<file path="config.mk">
export PLATFORM = sky130hd
export DESIGN_NAME = memory_access
export DESIGN_NICKNAME = d
export VERILOG_FILES = /design/src/rtl/lsu_pkg.sv /design/src/rtl/lsu_align.sv /design/src/rtl/memory_access.sv
export SDC_FILE = /design/constraint.sdc
export NUM_CORES = 1
export LEC_CHECK = 0
export ABC_AREA = 1
export CAP_MARGIN = 40
export CORE_MARGIN = 3
export CORE_UTILIZATION = 40
export DETAILED_ROUTE_END_ITERATION = 10
export PLACE_DENSITY = 0.77
export SYNTH_ARGS = -nofsm -noshare
export SYNTH_HDL_FRONTEND = slang
export SYNTH_SLANG_ARGS = --single-unit
</file>
<file path="constraint.sdc">
create_clock -name clk -period 1.5 [get_ports clk]
set_input_delay 0.15 -clock clk [delete_from_list [all_inputs] [get_ports clk]]
set_output_delay 0.15 -clock clk [all_outputs]
set_load 0.1 [all_outputs]
</file>
<file path="src/rtl/lsu_pkg.sv">
// Shared load/store unit definitions: funct3 size codes, writeback source codes,
// FSM state encoding and small request-decoding helpers.
package lsu_pkg;

  // RV32I load size/sign codes
  localparam logic [2:0] Funct3Lb  = 3'b000;
  localparam logic [2:0] Funct3Lh  = 3'b001;
  localparam logic [2:0] Funct3Lw  = 3'b010;
  localparam logic [2:0] Funct3Lbu = 3'b100;
  localparam logic [2:0] Funct3Lhu = 3'b101;

  // RV32I store size codes
  localparam logic [2:0] Funct3Sb  = 3'b000;
  localparam logic [2:0] Funct3Sh  = 3'b001;
  localparam logic [2:0] Funct3Sw  = 3'b010;

  // Writeback source select codes shared with the rest of the pipeline
  localparam logic [1:0] WbSrcAlu  = 2'd0;
  localparam logic [1:0] WbSrcMem  = 2'd1;
  localparam logic [1:0] WbSrcPc4  = 2'd2;

  typedef enum logic [1:0] {
    StIdle,
    StReq,
    StWaitR,
    StResp
  } lsu_state_e;

  // Size/sign code is meaningful for this direction; unsigned variants exist only for loads.
  function automatic logic lsu_legal(input logic we, input logic [2:0] funct3);
    logic ok;
    case (funct3)
      Funct3Lb, Funct3Lh, Funct3Lw: ok = 1'b1;
      Funct3Lbu, Funct3Lhu:         ok = ~we;
      default:                      ok = 1'b0;
    endcase
    return ok;
  endfunction

  // Half needs an even address, word needs a word-aligned address.
  function automatic logic lsu_misaligned(input logic [1:0] size, input logic [1:0] addr_lo);
    logic bad;
    case (size)
      2'b01:   bad = addr_lo[0];
      2'b10:   bad = (addr_lo != 2'b00);
      default: bad = 1'b0;
    endcase
    return bad;
  endfunction

  // Byte lane offset with offending low bits cleared, which forces natural alignment.
  function automatic logic [1:0] lsu_offset(input logic [1:0] size, input logic [1:0] addr_lo);
    logic [1:0] off;
    case (size)
      2'b00:   off = addr_lo;
      2'b01:   off = {addr_lo[1], 1'b0};
      default: off = 2'b00;
    endcase
    return off;
  endfunction

endpackage

</file>
<file path="src/rtl/lsu_align.sv">
// Byte-lane steering for the data memory bus: store byte enables and lane
// replication, and load lane extraction with sign/zero extension.
module lsu_align
  import lsu_pkg::*;
(
  input  logic [2:0]  funct3_i,
  input  logic [1:0]  off_i,
  input  logic [31:0] wdata_i,
  input  logic [31:0] rdata_i,
  output logic [3:0]  be_o,
  output logic [31:0] wdata_o,
  output logic [31:0] rdata_o
);

  logic [31:0] shifted;

  // Store side: enables shifted to the addressed lanes, data replicated across all lanes
  always_comb begin
    be_o    = 4'b1111;
    wdata_o = wdata_i;
    case (funct3_i[1:0])
      2'b00: begin
        be_o    = 4'b0001 << off_i;
        wdata_o = {4{wdata_i[7:0]}};
      end
      2'b01: begin
        be_o    = 4'b0011 << off_i;
        wdata_o = {2{wdata_i[15:0]}};
      end
      default: ;
    endcase
  end

  // Load side: bring the addressed lane down to bit 0, then extend
  always_comb begin
    shifted = rdata_i >> {off_i, 3'b000};
    case (funct3_i)
      Funct3Lb:  rdata_o = {{24{shifted[7]}}, shifted[7:0]};
      Funct3Lbu: rdata_o = {24'd0, shifted[7:0]};
      Funct3Lh:  rdata_o = {{16{shifted[15]}}, shifted[15:0]};
      Funct3Lhu: rdata_o = {16'd0, shifted[15:0]};
      default:   rdata_o = shifted;
    endcase
  end

endmodule

</file>
<file path="src/rtl/memory_access.sv">
// Load/store unit between the execute stage and the data memory bus.
// One access in flight at a time: IDLE -> REQ -> (WAIT_R) -> RESP -> IDLE.
// Optional build macro LSU_MISALIGN_CHECK_EN: misaligned half/word accesses are
// rejected with rsp_err_o instead of being silently aligned.
module memory_access
  import lsu_pkg::*;
#(
  parameter int unsigned DWIDTH = 32,
  parameter int unsigned AWIDTH = 32
) (
  input  logic              clk,
  input  logic              rst_n,
  input  logic              req_valid_i,
  output logic              req_ready_o,
  input  logic              req_we_i,
  input  logic [2:0]        req_funct3_i,
  input  logic [AWIDTH-1:0] req_addr_i,
  input  logic [DWIDTH-1:0] req_wdata_i,
  output logic              mem_req_o,
  output logic              mem_we_o,
  output logic [AWIDTH-1:0] mem_addr_o,
  output logic [DWIDTH-1:0] mem_wdata_o,
  output logic [3:0]        mem_be_o,
  input  logic              mem_gnt_i,
  input  logic              mem_rvalid_i,
  input  logic [DWIDTH-1:0] mem_rdata_i,
  output logic              rsp_valid_o,
  output logic [DWIDTH-1:0] memory_data_o,
  output logic              rsp_err_o,
  output logic              stall_o
);

  lsu_state_e        state_q, state_d;
  logic              we_q, err_q;
  logic [2:0]        funct3_q;
  logic [1:0]        off_q;
  logic [AWIDTH-3:0] addr_q;
  logic [DWIDTH-1:0] wdata_q, rdata_q;

  logic              req_legal, accept, capture_load, in_req;
  logic [3:0]        al_be;
  logic [DWIDTH-1:0] al_wdata, al_rdata;

  // Request decode: funct3/direction legality, plus alignment when checking is built in
  always_comb begin
    req_legal = lsu_legal(req_we_i, req_funct3_i);
`ifdef LSU_MISALIGN_CHECK_EN
    if (lsu_misaligned(req_funct3_i[1:0], req_addr_i[1:0])) begin
      req_legal = 1'b0;
    end
`endif
  end

  assign accept = req_valid_i & req_ready_o;

  // Next-state: illegal requests skip the bus and go straight to the response
  always_comb begin
    state_d      = state_q;
    capture_load = 1'b0;
    unique case (state_q)
      StIdle: begin
        if (accept) state_d = req_legal ? StReq : StResp;
      end
      StReq: begin
        if (mem_gnt_i) begin
          if (we_q) begin
            state_d = StResp;
          end else if (mem_rvalid_i) begin
            state_d      = StResp;
            capture_load = 1'b1;
          end else begin
            state_d = StWaitR;
          end
        end
      end
      StWaitR: begin
        if (mem_rvalid_i) begin
          state_d      = StResp;
          capture_load = 1'b1;
        end
      end
      StResp:  state_d = StIdle;
      default: state_d = StIdle;
    endcase
  end

  // State register; reset abandons any access in flight
  always_ff @(posedge clk or negedge rst_n) begin
    if (!rst_n) state_q <= StIdle;
    else        state_q <= state_d;
  end

  // Request capture on acceptance
  always_ff @(posedge clk or negedge rst_n) begin
    if (!rst_n) begin
      we_q     <= 1'b0;
      err_q    <= 1'b0;
      funct3_q <= 3'b000;
      off_q    <= 2'b00;
      addr_q   <= '0;
      wdata_q  <= '0;
    end else if (accept) begin
      we_q     <= req_we_i;
      err_q    <= ~req_legal;
      funct3_q <= req_funct3_i;
      off_q    <= lsu_offset(req_funct3_i[1:0], req_addr_i[1:0]);
      addr_q   <= req_addr_i[AWIDTH-1:2];
      wdata_q  <= req_wdata_i;
    end
  end

  // Load result register, written only when read data is returned
  always_ff @(posedge clk or negedge rst_n) begin
    if (!rst_n)            rdata_q <= '0;
    else if (capture_load) rdata_q <= al_rdata;
  end

  lsu_align u_lsu_align (
    .funct3_i (funct3_q),
    .off_i    (off_q),
    .wdata_i  (wdata_q),
    .rdata_i  (mem_rdata_i),
    .be_o     (al_be),
    .wdata_o  (al_wdata),
    .rdata_o  (al_rdata)
  );

  // Bus outputs come straight from captured registers, so they hold steady through REQ
  always_comb begin
    in_req      = (state_q == StReq);
    mem_req_o   = in_req;
    mem_we_o    = in_req & we_q;
    mem_addr_o  = in_req ? {addr_q, 2'b00} : '0;
    mem_be_o    = in_req ? al_be : 4'b0000;
    mem_wdata_o = in_req ? al_wdata : '0;
  end

  // Handshake and status outputs; stall is held low while reset is asserted
  always_comb begin
    req_ready_o   = (state_q == StIdle);
    rsp_valid_o   = (state_q == StResp);
    rsp_err_o     = (state_q == StResp) & err_q;
    memory_data_o = rdata_q;
    stall_o       = rst_n & (((state_q == StIdle) & req_valid_i & req_legal) |
                             (state_q == StReq) | (state_q == StWaitR));
  end

endmodule

</file>
== Yosys cells after proc, flatten, opt, wreduce, memory -nomap -nowiden ==
Index checks and enable logic that the tools add are counted.

* Register bits after elaboration: 103
* Bits of input ports: 105
* Output and inout bits: 106
* Word-level logic and storage cells: 62

* Eq/ne operators: 15
* Shift operators: 3
* Muxes and demuxes: 19
* Bitwise logic cells: 9
* Reductions and logical operators: 8

{| class="wikitable"
|+ Operators with widths
! operator !! count
|-
| $pmux 32 s4 || 1
|-
| $mux 32 || 2
|-
| $pmux 32 s2 || 1
|-
| $shr 32x5->32 || 1
|-
| $eq 3x3->1 const B || 4
|-
| $mux 2 || 4
|-
| $pmux 2 s4 || 1
|-
| $pmux 4 s2 || 1
|-
| $eq 2x1->1 const B || 3
|-
| $eq 3x1->1 const B || 2
|-
| $logic_not 2->1 || 3
|-
| $logic_not 3->1 || 2
|-
| $and 1x1->1 || 5
|-
| $mux 1 || 5
|-
| $eq 2x2->1 const B || 2
|-
| $mux 4 || 1
|-
| $ne 2x1->1 const B || 2
|-
| $pmux 1 s2 || 2
|-
| $pmux 2 s2 || 1
|-
| $shl 1x2->4 const A || 1
|-
| $shl 2x2->4 const A || 1
|-
| $eq 3x2->1 const B || 1
|-
| $reduce_and 3->1 || 1
|-
| $reduce_or 3->1 || 1
|-
| other kinds (4) || 6
|}

== Logic depth before layout (Yosys ltp) ==
Gate-level depths: netlist (run 1).

* Depth after elaboration: 7
* Mapped depth: 9
* Depth with buffers taken out: 8

== By module ==
A second synthesis (run 1) with hierarchy kept.

* Cells, all modules: 868
* Area, all modules: 5929.4 µm²

{| class="wikitable"
|+ Modules (own cells, without submodules)
! module !! instances !! cells each !! area an instance (µm²) !! sequential area each (µm²)
|-
| memory_access || 1 || 615 || 4689.5 || 2577.5
|-
| lsu_align || 1 || 253 || 1239.9 || 0.0
|}

== Least setup slack after synthesis (run 1) ==
No wires, ideal clock.

* Kind: register -> output
* Start point: register state_q[1]
* End point: output port mem_wdata_o[15]
* Arrival: 3.748 ns
* Required time: 1.350 ns
* Path slack: -2.398 ns
* Cell stages (with the launch flop): 5
* Path buffers: 0
* Path through: dfrtp_1 > inv_1 > ha_1 > inv_1 > nor3_1

* Longest elaborated chain between the ends: 2

{| class="wikitable"
|+ Ends and longest elaborated chain
! item !! line !! source
|-
| from (decl) || memory_access.sv:33 || <nowiki>lsu_state_e state_q, state_d;</nowiki>
|-
| from (signal assigned) || memory_access.sv:89 || <nowiki>if (!rst_n) state_q <= StIdle;</nowiki>
|-
| from (signal assigned) || memory_access.sv:90 || <nowiki>else state_q <= state_d;</nowiki>
|-
| $eq 2x1->1 || memory_access.sv:130 || <nowiki>in_req = (state_q == StReq);</nowiki>
|-
| via mem_req_o || memory_access.sv:19 || <nowiki>output logic mem_req_o,</nowiki>
|-
| $mux 32 || memory_access.sv:135 || <nowiki>mem_wdata_o = in_req ? al_wdata : '0;</nowiki>
|-
| to (decl) || memory_access.sv:22 || <nowiki>output logic [DWIDTH-1:0] mem_wdata_o,</nowiki>
|}

The timed path passes the listed nets, and every way through them passes these cells.

== Worst setup path after layout (run 1) ==
* Start point: register state_q[1]
* End point: output port stall_o

* Longest elaborated chain between the ends: 6
* Elaborated cells between the ends (all ways): 8
* Those cells by class: 2 x eq/ne; 5 x bitwise; 1 x reduce/logical

{| class="wikitable"
|+ Ends and longest elaborated chain
! item !! line !! source
|-
| $logic_not 2->1 || memory_access.sv:144 || <nowiki>stall_o = rst_n & (((state_q == StIdle) & req_valid_i & req_legal) |</nowiki>
|-
| $and 1x1->1 (2 in series) || memory_access.sv:144 ||
|-
| $or 1x1->1 || memory_access.sv:144 ||
|-
| $or 1x1->1 (*) || memory_access.sv:145 || <nowiki>(state_q == StReq) | (state_q == StWaitR));</nowiki>
|-
| $and 1x1->1 (*) || memory_access.sv:144 ||
|-
| to (decl) || memory_access.sv:30 || <nowiki>output logic stall_o</nowiki>
|}

Every way passes the cells marked *; elsewhere a longest branch is shown, timed or not.

==> qor.yml, run 1 <==
status:
  outcome: "finished with violations"
  violations: "setup timing"
die:
  initial_core_util_pct: 41.1
  core.rowCount: 42
  io_pins: 211
  die_h_um: 123
  die_w_um: 123
  core_um2: 13300
  die_area_um2: 15100
grt:
  gr-usage-all-layers_pct: 27.5
  grt_pass1_vias: 6243
  grt_pass1_wl_mm: 32.2
  antenna_found_initial: 0
  grt_overflow: 0
  grt_max_degree: 104
yosys:
  syn_area_um2: 5480
  synth_edf_count: 0
  yosysUniqueCellTypes: 29
  synthTopCellsByArea: "dfrtp_1 47%, nand2_1 25%, nor2_1 6.2%, o21ai_0 4.1%, inv_1 4.0%"
  syn_avg_cell_area_um2: 6.97
  yosysWarnings: 0
  yosysSeqAreaShare_pct: 47.0
  synth_top_area_share_pct: 47.0
  synth_area_leader_cell: "dfrtp_1"
  ys_seq_elements: 103
  async_flop_share_pct: 100
  synth-main-ff-cell: "dfrtp_1"
  syn_inst: 787
worst_setup_path:
  path_class: "reg -> out"
  crit_path_start_kind: "flip-flop"
  cp_slowest_cell: "dfrtp_1"
  critPathMaxStageDelay_ps: 400
  cp_max_fo: 3
  worst-path-buf-inv: 4
  cp.required_ps: 1350
  arrival_ps: 1700
  path_delay_family: "buffers and inverters"
  endpoint_kind: "output pin"
  path_cells: "inv_2 -> buf_6 -> ha_4 -> nand2_4 -> inv_4 -> o21ai_4 -> a31oi_4 -> buf_12"
drt:
  first_pass_iters: 5
  drt_iter0_markers: 699
  postRouteAntennaNets: 0
  drc: 0
  wire_per_inst_um: 17.3
  drt-vias-per-instance: 5.18
  vias: 6210
  totalWireLength_mm: 20.7
timing:
  maxSlewViolCount: 0
  hold_viol: 0
  tightest_slew_ps: 561
  rsz0062_at_grt: "yes"
  period_needed_ps: 1850
  skew_ps: 6.22
  fin_crit_sh_pct: 123
  maxSlewHeadroom_pct: 62.6
  max_freq_mhz: 540
  layout_setup_ws_ps: -351
  setup_viol: 107
  fin_setup_tns_ps: -28190
placed_design:
  gp_congestion: 0.911
  dpl.hpwl_mm: 13.7
  io_buffers: 208
cells_and_area:
  syn_to_final_growth_pct: 91.5
  final_cell_mix: "330 x nand2_1, 115 x buf_12, 103 x clkdlybuf4s50_1, 100 x dfrtp_1, 52 x nor2_1"
  layout_commonest_cell: "nand2_1"
  final_net_count: 1129
  antenna_cells: 0
  drive_gt1_share_pct: 33.8
flow_run:
  drv_cap: 0
clocking:
  clkTransAtPathRegs_ps: 70
  insertion_delay_ps: 350
  clock_path_buffers: 2
  root_buffer: "clkbuf_16"
  cts-htree-levels: 3
  cts_buffers: 9
  clkSinkCount: 103
  cts_tree: "done"
min_path:
  hold_path_class: "in -> reg"
==> sequential cells by signal (all words and copies together) (netlist names) <==
register and cells:
funct3_q 3, memory_data_o 32, state_q 2, wdata_q 32
addr_q 30, off_q 2, err_q 1, we_q 1
==> synth_stat cells (2+ instances only) <==
cell type / count
nor2_1: 90
nand2_4: 3
buf_2: 14
dfrtp_1: 103
nand3_1: 14
buf_1: 6
nor2_2: 6
inv_1: 59
nor3_1: 2
o211ai_1: 7
nand2_1: 369
o21a_1: 2
inv_2: 4
o21ai_0: 45
buf_4: 5
clkbuf_1: 17
buf_6: 2
o22ai_1: 9
a21oi_1: 14
or2_2: 2
nand3_2: 2
ha_1: 5
==> what timing repair did <==
item | CTS | global route
endpoints found under the setup margin | 103 | 145
pin swaps | 7 | 2
hold buffers | 1 | 0
resized for setup | 106 | 48
gates cloned | 6 | 1
endpoints found under the hold margin | 103 | 0
setup buffers | 15 | 4
==> layer usage <==
layer / vias to the layer above / part of all wire (%) / GRT usage [%]
met5: - / 0 / 0
met4: 0 / 5.0 / 14.5
met3: 76 / 9.0 / 7.32
met2: 349 / 50 / 44.8
met1: 2916 / 36 / 33.3
li1: 2869 / - / -
==> final cells by class <==
| class | instances | area (µm²) |
|---|---|---|
| multi-input combinational | 578 | 3100 |
| inverter | 64 | 402 |
| clock buffer | 11 | 233 |
| fill | 837 | 2850 |
| sequential | 103 | 2580 |
| timing repair buffer | 263 | 3900 |
| clock inverter | 5 | 58.8 |
| tap | 176 | 220 |
==> worst min-delay path: stages <==
cell             delay (ps)
clkdlybuf4s50_1         390
nand2_1                  60
nand2_1                  40
==> worst paths after layout <==
check	to	startpoint	slack [ps]	depth (start not counted)
max	stall_o	state_q[1]$_DFFE_PN0P_	-350	8
min	addr_q[13]$_DFFE_PN0P_	req_addr_i[15]	330	3
max reg2reg	memory_data_o[22]$_DFFE_PN0P_	state_q[1]$_DFFE_PN0P_	-300	11
min reg2reg	addr_q[27]$_DFFE_PN0P_	addr_q[27]$_DFFE_PN0P_	480	2
max in group asynchronous	off_q[0]$_DFFE_PN0P_	rst_n	560	3
min in group asynchronous	memory_data_o[23]$_DFFE_PN0P_	rst_n	500	3
==> cell families (layout without fill, tap and decap cells) <==
family / count (synthesis) / count (layout) / synth area share (%)
compound gates: 80 / 80 / 8.15
fa+ha+maj: 5 / 5 / 1.14
flops: 103 / 103 / 47.0
buf+inv: 108 / 343 / 8.38
other cells: 1 / 2 / 0.0684
simple gates: 490 / 491 / 35.2
==> through the flow <==
stage               area [µm²]  cells  utilization [%]  setup WS, ps  hold slack, ps
global placement          9370   1158             70.2         -34.9             284
floorplan                 5940    788                -          -681            -146
finish                   10500   1200             78.6          -351             329
global route             10500   1200             78.6          -418             335
detailed placement        9370   1158             70.2          -116             292
CTS                      10300   1196             77.1          -343             321
Power of run 1 is not shown: default switching activity piles up to over one toggle a cycle in this logic, so the estimate is an artifact.
==> inputs of run 2 (changes only) <==
- HOLD_SLACK_MARGIN: unset -> 0.05
==> results of run 2 <==
No change in the layout: final DEF, timing and power equal those of run 1.
Power of run 2 is left out for the same reason.
